### config.mk
export PLATFORM = sky130hd
export DESIGN_NAME = id_ex_reg_flat
export DESIGN_NICKNAME = d
export VERILOG_FILES = /design/src/rtl/id_ex_if.sv /design/src/rtl/id_ex_reg.sv /design/src/flat_wrapper.sv
export SDC_FILE = /design/constraint.sdc
export NUM_CORES = 1
export LEC_CHECK = 0
export BUFFER_PORTS_ARGS = -buffer_cell sky130_fd_sc_hd__clkbuf_2
export CAP_MARGIN = 20
export CORE_AREA = 2 2 126 128
export DETAILED_ROUTE_END_ITERATION = 10
export DIE_AREA = 0 0 128 130
export PLACE_DENSITY_LB_ADDON = 0.25
export SLEW_MARGIN = 10
export SYNTH_ARGS = -nofsm -noshare
export SYNTH_HDL_FRONTEND = slang
export SYNTH_SLANG_ARGS = --single-unit
### constraint.sdc
create_clock -name clk -period 0.9 [get_ports clk]
set_clock_uncertainty 0.05 [all_clocks]
set_input_delay 0.135 -clock clk [delete_from_list [all_inputs] [get_ports clk]]
set_output_delay 0.135 -clock clk [all_outputs]
set_load 0.01 [all_outputs]
### src/rtl/id_ex_if.sv
// Decode-to-execute bundle: decode-side fields (_in), pipeline controls, and
// the registered execute-side copies (_out).
interface id_ex_if #(
    parameter int XLEN = 32
);
    logic            stall_in;
    logic            flush_in;
    logic            valid_in;
    logic            RegWrite_in;
    logic            MemtoReg_in;
    logic            MemRead_in;
    logic            MemWrite_in;
    logic            Branch_in;
    logic            ALUSrc_in;
    logic [1:0]      ALUop_in;
    logic [XLEN-1:0] pc_in;
    logic [XLEN-1:0] rs1_data_in;
    logic [XLEN-1:0] rs2_data_in;
    logic [XLEN-1:0] imm_in;
    logic [4:0]      rs1_in;
    logic [4:0]      rs2_in;
    logic [4:0]      rd_in;
    logic [2:0]      funct3_in;
    logic [6:0]      funct7_in;

    logic            valid_out;
    logic            RegWrite_out;
    logic            MemtoReg_out;
    logic            MemRead_out;
    logic            MemWrite_out;
    logic            Branch_out;
    logic            ALUSrc_out;
    logic [1:0]      ALUop_out;
    logic [XLEN-1:0] pc_out;
    logic [XLEN-1:0] rs1_data_out;
    logic [XLEN-1:0] rs2_data_out;
    logic [XLEN-1:0] imm_out;
    logic [4:0]      rs1_out;
    logic [4:0]      rs2_out;
    logic [4:0]      rd_out;
    logic [2:0]      funct3_out;
    logic [6:0]      funct7_out;

    // Decode side drives the stage inputs and observes the registered copies.
    modport master (
        output stall_in, flush_in, valid_in,
        output RegWrite_in, MemtoReg_in, MemRead_in, MemWrite_in, Branch_in, ALUSrc_in, ALUop_in,
        output pc_in, rs1_data_in, rs2_data_in, imm_in,
        output rs1_in, rs2_in, rd_in, funct3_in, funct7_in,
        input  valid_out,
        input  RegWrite_out, MemtoReg_out, MemRead_out, MemWrite_out, Branch_out, ALUSrc_out, ALUop_out,
        input  pc_out, rs1_data_out, rs2_data_out, imm_out,
        input  rs1_out, rs2_out, rd_out, funct3_out, funct7_out
    );

    // The pipeline register itself.
    modport slave (
        input  stall_in, flush_in, valid_in,
        input  RegWrite_in, MemtoReg_in, MemRead_in, MemWrite_in, Branch_in, ALUSrc_in, ALUop_in,
        input  pc_in, rs1_data_in, rs2_data_in, imm_in,
        input  rs1_in, rs2_in, rd_in, funct3_in, funct7_in,
        output valid_out,
        output RegWrite_out, MemtoReg_out, MemRead_out, MemWrite_out, Branch_out, ALUSrc_out, ALUop_out,
        output pc_out, rs1_data_out, rs2_data_out, imm_out,
        output rs1_out, rs2_out, rd_out, funct3_out, funct7_out
    );
endinterface

### src/rtl/id_ex_reg.sv
// ID/EX pipeline register with flush > stall > load priority.
// Optional feature macro ID_EX_BUBBLE_CNT_EN adds a saturating bubble_count output.
module id_ex_reg #(
    parameter int XLEN  = 32,
    parameter int CNT_W = 16
) (
    input  logic             clk,
    input  logic             rst_n,
`ifdef ID_EX_BUBBLE_CNT_EN
    output logic [CNT_W-1:0] bubble_count,
`endif
    id_ex_if.slave           bus
);

    logic            valid_reg;
    logic            reg_write_reg;
    logic            mem_to_reg_reg;
    logic            mem_read_reg;
    logic            mem_write_reg;
    logic            branch_reg;
    logic            alu_src_reg;
    logic [1:0]      alu_op_reg;
    logic [XLEN-1:0] pc_reg;
    logic [XLEN-1:0] rs1_data_reg;
    logic [XLEN-1:0] rs2_data_reg;
    logic [XLEN-1:0] imm_reg;
    logic [4:0]      rs1_reg;
    logic [4:0]      rs2_reg;
    logic [4:0]      rd_reg;
    logic [2:0]      funct3_reg;
    logic [6:0]      funct7_reg;

    logic            load_en;
    logic            bubble;

    // Any non-stalled edge either loads or flushes; a bubble is a flush or an invalid load.
    assign load_en = !bubs_stall();
    assign bubble  = bus.flush_in || (!bus.stall_in && !bus.valid_in);

    function automatic logic bubs_stall();
        return bus.stall_in && !bus.flush_in;
    endfunction

    always_ff @(posedge clk or negedge rst_n) begin
        if (!rst_n) begin
            valid_reg      <= 1'b0;
            reg_write_reg  <= 1'b0;
            mem_to_reg_reg <= 1'b0;
            mem_read_reg   <= 1'b0;
            mem_write_reg  <= 1'b0;
            branch_reg     <= 1'b0;
            alu_src_reg    <= 1'b0;
            alu_op_reg     <= '0;
            pc_reg         <= '0;
            rs1_data_reg   <= '0;
            rs2_data_reg   <= '0;
            imm_reg        <= '0;
            rs1_reg        <= '0;
            rs2_reg        <= '0;
            rd_reg         <= '0;
            funct3_reg     <= '0;
            funct7_reg     <= '0;
        end else if (bus.flush_in) begin
            valid_reg      <= 1'b0;
            reg_write_reg  <= 1'b0;
            mem_to_reg_reg <= 1'b0;
            mem_read_reg   <= 1'b0;
            mem_write_reg  <= 1'b0;
            branch_reg     <= 1'b0;
            alu_src_reg    <= 1'b0;
            alu_op_reg     <= '0;
            pc_reg         <= '0;
            rs1_data_reg   <= '0;
            rs2_data_reg   <= '0;
            imm_reg        <= '0;
            rs1_reg        <= '0;
            rs2_reg        <= '0;
            rd_reg         <= '0;
            funct3_reg     <= '0;
            funct7_reg     <= '0;
        end else if (load_en) begin
            // Control bits are squashed for an invalid slot so no side effect can escape.
            valid_reg      <= bus.valid_in;
            reg_write_reg  <= bus.valid_in & bus.RegWrite_in;
            mem_to_reg_reg <= bus.valid_in & bus.MemtoReg_in;
            mem_read_reg   <= bus.valid_in & bus.MemRead_in;
            mem_write_reg  <= bus.valid_in & bus.MemWrite_in;
            branch_reg     <= bus.valid_in & bus.Branch_in;
            alu_src_reg    <= bus.valid_in & bus.ALUSrc_in;
            alu_op_reg     <= bus.valid_in ? bus.ALUop_in : 2'b00;
            pc_reg         <= bus.pc_in;
            rs1_data_reg   <= bus.rs1_data_in;
            rs2_data_reg   <= bus.rs2_data_in;
            imm_reg        <= bus.imm_in;
            rs1_reg        <= bus.rs1_in;
            rs2_reg        <= bus.rs2_in;
            rd_reg         <= bus.rd_in;
            funct3_reg     <= bus.funct3_in;
            funct7_reg     <= bus.funct7_in;
        end
    end

    assign bus.valid_out    = valid_reg;
    assign bus.RegWrite_out = reg_write_reg;
    assign bus.MemtoReg_out = mem_to_reg_reg;
    assign bus.MemRead_out  = mem_read_reg;
    assign bus.MemWrite_out = mem_write_reg;
    assign bus.Branch_out   = branch_reg;
    assign bus.ALUSrc_out   = alu_src_reg;
    assign bus.ALUop_out    = alu_op_reg;
    assign bus.pc_out       = pc_reg;
    assign bus.rs1_data_out = rs1_data_reg;
    assign bus.rs2_data_out = rs2_data_reg;
    assign bus.imm_out      = imm_reg;
    assign bus.rs1_out      = rs1_reg;
    assign bus.rs2_out      = rs2_reg;
    assign bus.rd_out       = rd_reg;
    assign bus.funct3_out   = funct3_reg;
    assign bus.funct7_out   = funct7_reg;

`ifdef ID_EX_BUBBLE_CNT_EN
    logic [CNT_W-1:0] bubble_count_reg;

    // Saturating count of bubble edges; stall edges are not bubbles so it holds.
    always_ff @(posedge clk or negedge rst_n) begin
        if (!rst_n) begin
            bubble_count_reg <= '0;
        end else if (bubble && (bubble_count_reg != {CNT_W{1'b1}})) begin
            bubble_count_reg <= bubble_count_reg + 1'b1;
        end
    end

    assign bubble_count = bubble_count_reg;
`else
    logic unused_bubble;
    assign unused_bubble = bubble;
`endif

endmodule

### src/flat_wrapper.sv
// flat-port wrapper written by rule: the top's interface ports become plain ports
module id_ex_reg_flat 
#(
    parameter int XLEN  = 32,
    parameter int CNT_W = 16
)
  (clk, rst_n, bus_stall_in, bus_flush_in, bus_valid_in, bus_RegWrite_in, bus_MemtoReg_in, bus_MemRead_in, bus_MemWrite_in, bus_Branch_in, bus_ALUSrc_in, bus_ALUop_in, bus_pc_in, bus_rs1_data_in, bus_rs2_data_in, bus_imm_in, bus_rs1_in, bus_rs2_in, bus_rd_in, bus_funct3_in, bus_funct7_in, bus_valid_out, bus_RegWrite_out, bus_MemtoReg_out, bus_MemRead_out, bus_MemWrite_out, bus_Branch_out, bus_ALUSrc_out, bus_ALUop_out, bus_pc_out, bus_rs1_data_out, bus_rs2_data_out, bus_imm_out, bus_rs1_out, bus_rs2_out, bus_rd_out, bus_funct3_out, bus_funct7_out);
  id_ex_if #(.XLEN(XLEN)) bus_i ();
  input  logic clk;
  input  logic rst_n;
  input wire logic [$bits(bus_i.stall_in)-1:0] bus_stall_in;
  input wire logic [$bits(bus_i.flush_in)-1:0] bus_flush_in;
  input wire logic [$bits(bus_i.valid_in)-1:0] bus_valid_in;
  input wire logic [$bits(bus_i.RegWrite_in)-1:0] bus_RegWrite_in;
  input wire logic [$bits(bus_i.MemtoReg_in)-1:0] bus_MemtoReg_in;
  input wire logic [$bits(bus_i.MemRead_in)-1:0] bus_MemRead_in;
  input wire logic [$bits(bus_i.MemWrite_in)-1:0] bus_MemWrite_in;
  input wire logic [$bits(bus_i.Branch_in)-1:0] bus_Branch_in;
  input wire logic [$bits(bus_i.ALUSrc_in)-1:0] bus_ALUSrc_in;
  input wire logic [$bits(bus_i.ALUop_in)-1:0] bus_ALUop_in;
  input wire logic [$bits(bus_i.pc_in)-1:0] bus_pc_in;
  input wire logic [$bits(bus_i.rs1_data_in)-1:0] bus_rs1_data_in;
  input wire logic [$bits(bus_i.rs2_data_in)-1:0] bus_rs2_data_in;
  input wire logic [$bits(bus_i.imm_in)-1:0] bus_imm_in;
  input wire logic [$bits(bus_i.rs1_in)-1:0] bus_rs1_in;
  input wire logic [$bits(bus_i.rs2_in)-1:0] bus_rs2_in;
  input wire logic [$bits(bus_i.rd_in)-1:0] bus_rd_in;
  input wire logic [$bits(bus_i.funct3_in)-1:0] bus_funct3_in;
  input wire logic [$bits(bus_i.funct7_in)-1:0] bus_funct7_in;
  output wire logic [$bits(bus_i.valid_out)-1:0] bus_valid_out;
  output wire logic [$bits(bus_i.RegWrite_out)-1:0] bus_RegWrite_out;
  output wire logic [$bits(bus_i.MemtoReg_out)-1:0] bus_MemtoReg_out;
  output wire logic [$bits(bus_i.MemRead_out)-1:0] bus_MemRead_out;
  output wire logic [$bits(bus_i.MemWrite_out)-1:0] bus_MemWrite_out;
  output wire logic [$bits(bus_i.Branch_out)-1:0] bus_Branch_out;
  output wire logic [$bits(bus_i.ALUSrc_out)-1:0] bus_ALUSrc_out;
  output wire logic [$bits(bus_i.ALUop_out)-1:0] bus_ALUop_out;
  output wire logic [$bits(bus_i.pc_out)-1:0] bus_pc_out;
  output wire logic [$bits(bus_i.rs1_data_out)-1:0] bus_rs1_data_out;
  output wire logic [$bits(bus_i.rs2_data_out)-1:0] bus_rs2_data_out;
  output wire logic [$bits(bus_i.imm_out)-1:0] bus_imm_out;
  output wire logic [$bits(bus_i.rs1_out)-1:0] bus_rs1_out;
  output wire logic [$bits(bus_i.rs2_out)-1:0] bus_rs2_out;
  output wire logic [$bits(bus_i.rd_out)-1:0] bus_rd_out;
  output wire logic [$bits(bus_i.funct3_out)-1:0] bus_funct3_out;
  output wire logic [$bits(bus_i.funct7_out)-1:0] bus_funct7_out;
  assign bus_i.stall_in = bus_stall_in;
  assign bus_i.flush_in = bus_flush_in;
  assign bus_i.valid_in = bus_valid_in;
  assign bus_i.RegWrite_in = bus_RegWrite_in;
  assign bus_i.MemtoReg_in = bus_MemtoReg_in;
  assign bus_i.MemRead_in = bus_MemRead_in;
  assign bus_i.MemWrite_in = bus_MemWrite_in;
  assign bus_i.Branch_in = bus_Branch_in;
  assign bus_i.ALUSrc_in = bus_ALUSrc_in;
  assign bus_i.ALUop_in = bus_ALUop_in;
  assign bus_i.pc_in = bus_pc_in;
  assign bus_i.rs1_data_in = bus_rs1_data_in;
  assign bus_i.rs2_data_in = bus_rs2_data_in;
  assign bus_i.imm_in = bus_imm_in;
  assign bus_i.rs1_in = bus_rs1_in;
  assign bus_i.rs2_in = bus_rs2_in;
  assign bus_i.rd_in = bus_rd_in;
  assign bus_i.funct3_in = bus_funct3_in;
  assign bus_i.funct7_in = bus_funct7_in;
  assign bus_valid_out = bus_i.valid_out;
  assign bus_RegWrite_out = bus_i.RegWrite_out;
  assign bus_MemtoReg_out = bus_i.MemtoReg_out;
  assign bus_MemRead_out = bus_i.MemRead_out;
  assign bus_MemWrite_out = bus_i.MemWrite_out;
  assign bus_Branch_out = bus_i.Branch_out;
  assign bus_ALUSrc_out = bus_i.ALUSrc_out;
  assign bus_ALUop_out = bus_i.ALUop_out;
  assign bus_pc_out = bus_i.pc_out;
  assign bus_rs1_data_out = bus_i.rs1_data_out;
  assign bus_rs2_data_out = bus_i.rs2_data_out;
  assign bus_imm_out = bus_i.imm_out;
  assign bus_rs1_out = bus_i.rs1_out;
  assign bus_rs2_out = bus_i.rs2_out;
  assign bus_rd_out = bus_i.rd_out;
  assign bus_funct3_out = bus_i.funct3_out;
  assign bus_funct7_out = bus_i.funct7_out;
  id_ex_reg #(.XLEN(XLEN), .CNT_W(CNT_W)) u_core (.clk(clk), .rst_n(rst_n), .bus(bus_i));
endmodule
-- After elaboration in Yosys (flattened, before gate mapping)
Index checks and enable logic that the tools add are counted.
- bits in registers: 162
- input port bits: 166
- output and inout port bits: 162
- logic and storage cells: 61
- equal/unequal tests: 1
- mux-type cells: 35
- bitwise logic cells: 6
- reductions and logical operators: 2
- operators by type and width (operator ; number):
    32-bit two-way mux ; 8
    5-bit two-way mux ; 6
    1-bit two-way mux ; 14
    7-bit two-way mux ; 2
    1-bit AND ; 6
    2-bit two-way mux ; 3
    3-bit two-way mux ; 2
    2-bit != test (second input constant) ; 1
    1-bit logical AND ; 1
    1-bit zero test ; 1

-- Logic depth before layout (Yosys ltp)
- depth after elaboration: 4
- gate-level depth with buffers: 4
- mapped depth without buffers: 2

-- Worst setup path before layout
OpenSTA, ideal clock, no wires.
- path type: input-to-reg
- from: input port bus_stall_in
- to: register u_core.funct3_reg[0] (netlist: u_core.bus.funct3_out[0])
- library setup time: 0.132 ns
- data arrival time: 0.703 ns
- required time: 0.718 ns
- setup slack: 0.015 ns
- stages: 4
- path buffers: 2
- cell sequence: buf_4 buf_6 mux2i_1 nor2_1
- longest elaborated chain between the ends: 2
- ends and longest elaborated chain (element ; RTL line ; source):
    start, declared ; flat_wrapper.sv:11 ; input wire logic [$bits(bus_i.stall_in)-1:0] bus_stall_in;
    1-bit logical AND ; id_ex_reg.sv:41 ; return bus.stall_in && !bus.flush_in;
    2-bit != test (no line) ; -- ;
    end signal, assigned ; id_ex_reg.sv:98 ; funct3_reg <= bus.funct3_in;
    end, declared ; id_ex_reg.sv:30 ; logic [2:0] funct3_reg;
No other way between the ends.
A chain may end at the register's enable or synchronous reset.

-- Worst setup path in the final report
- from: register u_core.imm_reg[24] (netlist: u_core.bus.imm_out[24])
- to: output port bus_imm_out[24]
- RTL lines (element ; RTL line ; source):
    start, declared ; id_ex_reg.sv:26 ; logic [XLEN-1:0] imm_reg;
    start signal, assigned ; id_ex_reg.sv:94 ; imm_reg <= bus.imm_in;
    end, declared ; flat_wrapper.sv:41 ; output wire logic [$bits(bus_i.imm_out)-1:0] bus_imm_out;
No word-level cell between the ends.

==> impl_metrics.toml <==
[setup_path]
start_kind = "flop"
cp_max_fo = 2
rr_startpoint = "u_core.bus.imm_out[24]"
path_buf_inv = 1
crit_slowest_cell = "dfrtp_1"
worstSetupPathType = "flop to output port"
max_stage_delay_ns = 0.43
crit_required_ns = 0.71
r2r-end = "u_core.bus.imm_out[24]"
ff2ff_path_depth = 3
crit_family = "flip-flops"
r2r_slack_ns = -0.12
worstPathArrival_ns = 1.00
worstPathCellList = "buf_6"
worstSetupEndpointType = "output port"
startpoint = "u_core.bus.imm_out[24]"

[final_layout]
post-route-util = 0.7728
nets = 1290
drive_gt1_frac = 0.4459
instances_no_fill = 1330
area_growth_pct = 82.41

[timing]
grt_setup_unrepaired = "true"
fin_crit_ns = 1.184
slew_violations = 0
finalSetupViolations = 206
fmax_mhz = 844.9
setup_slack_ns = -0.2836
hold_slack_ns = 0.02107
final-hold-violation-count = 0
slew_headroom = 0.7760
worstMarginPinSlew_ns = 0.3360
fin_crit_sh = 1.315

[floorplan]
core-area_um2 = 15420
die_x_um = 128
pin_count = 328
start_util = 0.4237
die-area_um2 = 16640
die_h_um = 130
rows = 46

[placed_design]
place_inst = 1033
port_buffers = 327
gp_congestion = 0.7442
dp_hpwl_um = 13010

[outcome]
status = "finished, violations left"
violations = "negative setup slack"

[hold_path]
hold_path.class = "input port to flop"
hp-start = "bus_valid_in"
whs_path_depth = 4
min_to = "u_core.bus.valid_out"

[cts]
clk_latency_ns = 0.41
ctsLongestPathBuffers = 2
cts_made_buffers = 17
cts.reportedPaths.clkPinSlew_ns = 0.06
cts_root_buf = "clkbuf_16"
cts_tree = "built"
htree_levels = 4
clock_sinks = 162

[grt]
grtUsageTotal = 0.2523
globalRouteOverflowTotal = 0
antenna_found_initial = 0
grt_pass1_wl_um = 32660
grt_max_degree = 36
grt_pass1_vias = 6538

[routing]
detailroute.via_count = 6621
antenna_left = 0
wl_per_cell_um = 18.35
drc = 0
drt_wl_total_um = 24400
drt_iter0_markers = 339
vias_per_cell = 4.978
first_pass_iters = 6

[synthesis]
syn_area_um2 = 6535
synth.avg_cell_area_um2 = 12.64
post_synth_num_cell_types = 11
synth_seq_area_share = 0.6203
synthCells = 517
ys_ff_latch = 162
synth_fp_nets = 683
yosys_warnings = 0

[power_and_ir_drop]
power_density_nw_per_um2 = 1591
power_leakage_nw = 6.577
ir_worst_vdd_uv = 1048

[flow_run]
cap_violations = 0
==> stage by stage <==
step                      instance area [µm²]  setup TNS (ns)  power (W)  setup WS (ns)
after floorplan                          6535               0   0.009128        0.01517
after global placement                   8549          -17.14    0.01029        -0.1490
after detailed placement                 8549          -19.86    0.01038        -0.1930
after CTS                               11160          -37.75    0.01845        -0.2649
after global routing                    11920          -45.45    0.01967        -0.3185
final                                   11920          -37.78    0.01896        -0.2836
==> Yosys cell counts, drive strengths merged <==
master	count	area, µm²
dfrtp	162	4054
mux2i	154	1541
nor2	154	578.1
buf	27	231.5
clkbuf	9	33.78
a32o	8	80.08
nor2b	2	12.51
inv	1	3.750
==> where the power goes <==
part / internal, W / switching [W]
Clock: 0.00440 / 0.00298
Combinational: 0.00201 / 0.00159
Sequential: 0.00769 / 0.000294
Total: 0.0141 / 0.00487
==> cells by family (layout without fill, tap and decap cells) <==
| group | after synthesis | count (layout) | synth area share |
|---|---|---|---|
| AO/OA/AOI/OAI | 8 | 8 | 0.01225 |
| AND/OR/NAND/NOR | 156 | 156 | 0.09037 |
| other | 0 | 1 | 0 |
| multiplexers | 154 | 154 | 0.2359 |
| flip-flops | 162 | 162 | 0.6203 |
| buffers and inverters | 37 | 657 | 0.04116 |
==> sequential cells by signal, indices dropped and copies added, names as in the netlist <==
| register | flops |
|---|---|
| u_core.bus.imm_out | 32 |
| u_core.bus.valid_out | 1 |
| u_core.bus.RegWrite_out | 1 |
| u_core.bus.MemtoReg_out | 1 |
| u_core.bus.ALUSrc_out | 1 |
| u_core.bus.funct7_out | 7 |
| u_core.bus.MemRead_out | 1 |
| u_core.bus.MemWrite_out | 1 |
| u_core.bus.rs2_out | 5 |
| u_core.bus.rs1_data_out | 32 |
| u_core.bus.rs1_out | 5 |
| u_core.bus.rs2_data_out | 32 |
| u_core.bus.ALUop_out | 2 |
| u_core.bus.pc_out | 32 |
| u_core.bus.rd_out | 5 |
| u_core.bus.funct3_out | 3 |
| u_core.bus.Branch_out | 1 |
==> routing by layer <==
layer	global-route usage	routed length, µm
met1	0.2951	9162
met2	0.4385	12520
met3	0.07380	1739
met4	0.1047	978
met5	0	0
==> area by class of cell <==
type | instances | area (µm²)
repair buffers | 624 | 4743
flip-flops and latches | 162 | 4054
fillers | 840 | 3505
multi-input cells | 318 | 2268
clock buffers | 21 | 480.5
well taps | 192 | 240.2
clock inverters | 11 | 127.6
inverters | 1 | 3.754
diodes | 1 | 2.502
==> repair_timing <==
action	4_1_cts	5_1_grt
pin swaps	0	25
endpoints found under the setup margin	162	195
buffers inserted	48	67
hold endpoints to repair	323	0
gates resized for setup	2	115
hold buffers	162	0
==> worst max path at each step <==
stage | end | slack (ns) | cells after the start
2_1_floorplan | u_core.bus.funct3_out[0] | 0.02 | 4
3_3_place_gp | u_core.bus.pc_out[10] | -0.15 | 4
3_5_place_dp | u_core.bus.rs1_data_out[18] | -0.19 | 4
4_1_cts | bus_imm_out[31] | -0.26 | 1
5_1_grt | bus_imm_out[24] | -0.32 | 1
6_report | bus_imm_out[24] | -0.28 | 1
==> tightest hold or removal path, stage by stage <==
cell and delay (ns):
clkbuf_2 0.09, buf_4 0.09, mux2i_1 0.05, nor2_1 0.08
==> layout by cell type (no fill, tap or decap) <==
cell           instances
clkbuf_16             17
clkbuf_2             285
inv_6                  1
nor2_2                 1
buf_6                 58
bufinv_16              2
clkinv_2               3
mux2i_1              142
clkinv_4               5
a32o_1                 8
buf_12                11
buf_2                  3
nor2_1               153
inv_1                  1
buf_4                102
mux2i_2               11
nor2b_1                2
dlygate4sd3_1        162
dfrtp_1              162
clkbuf_8               7
diode_2                1
mux2i_4                1
Note: power is estimated with default switching activity, not from simulation.
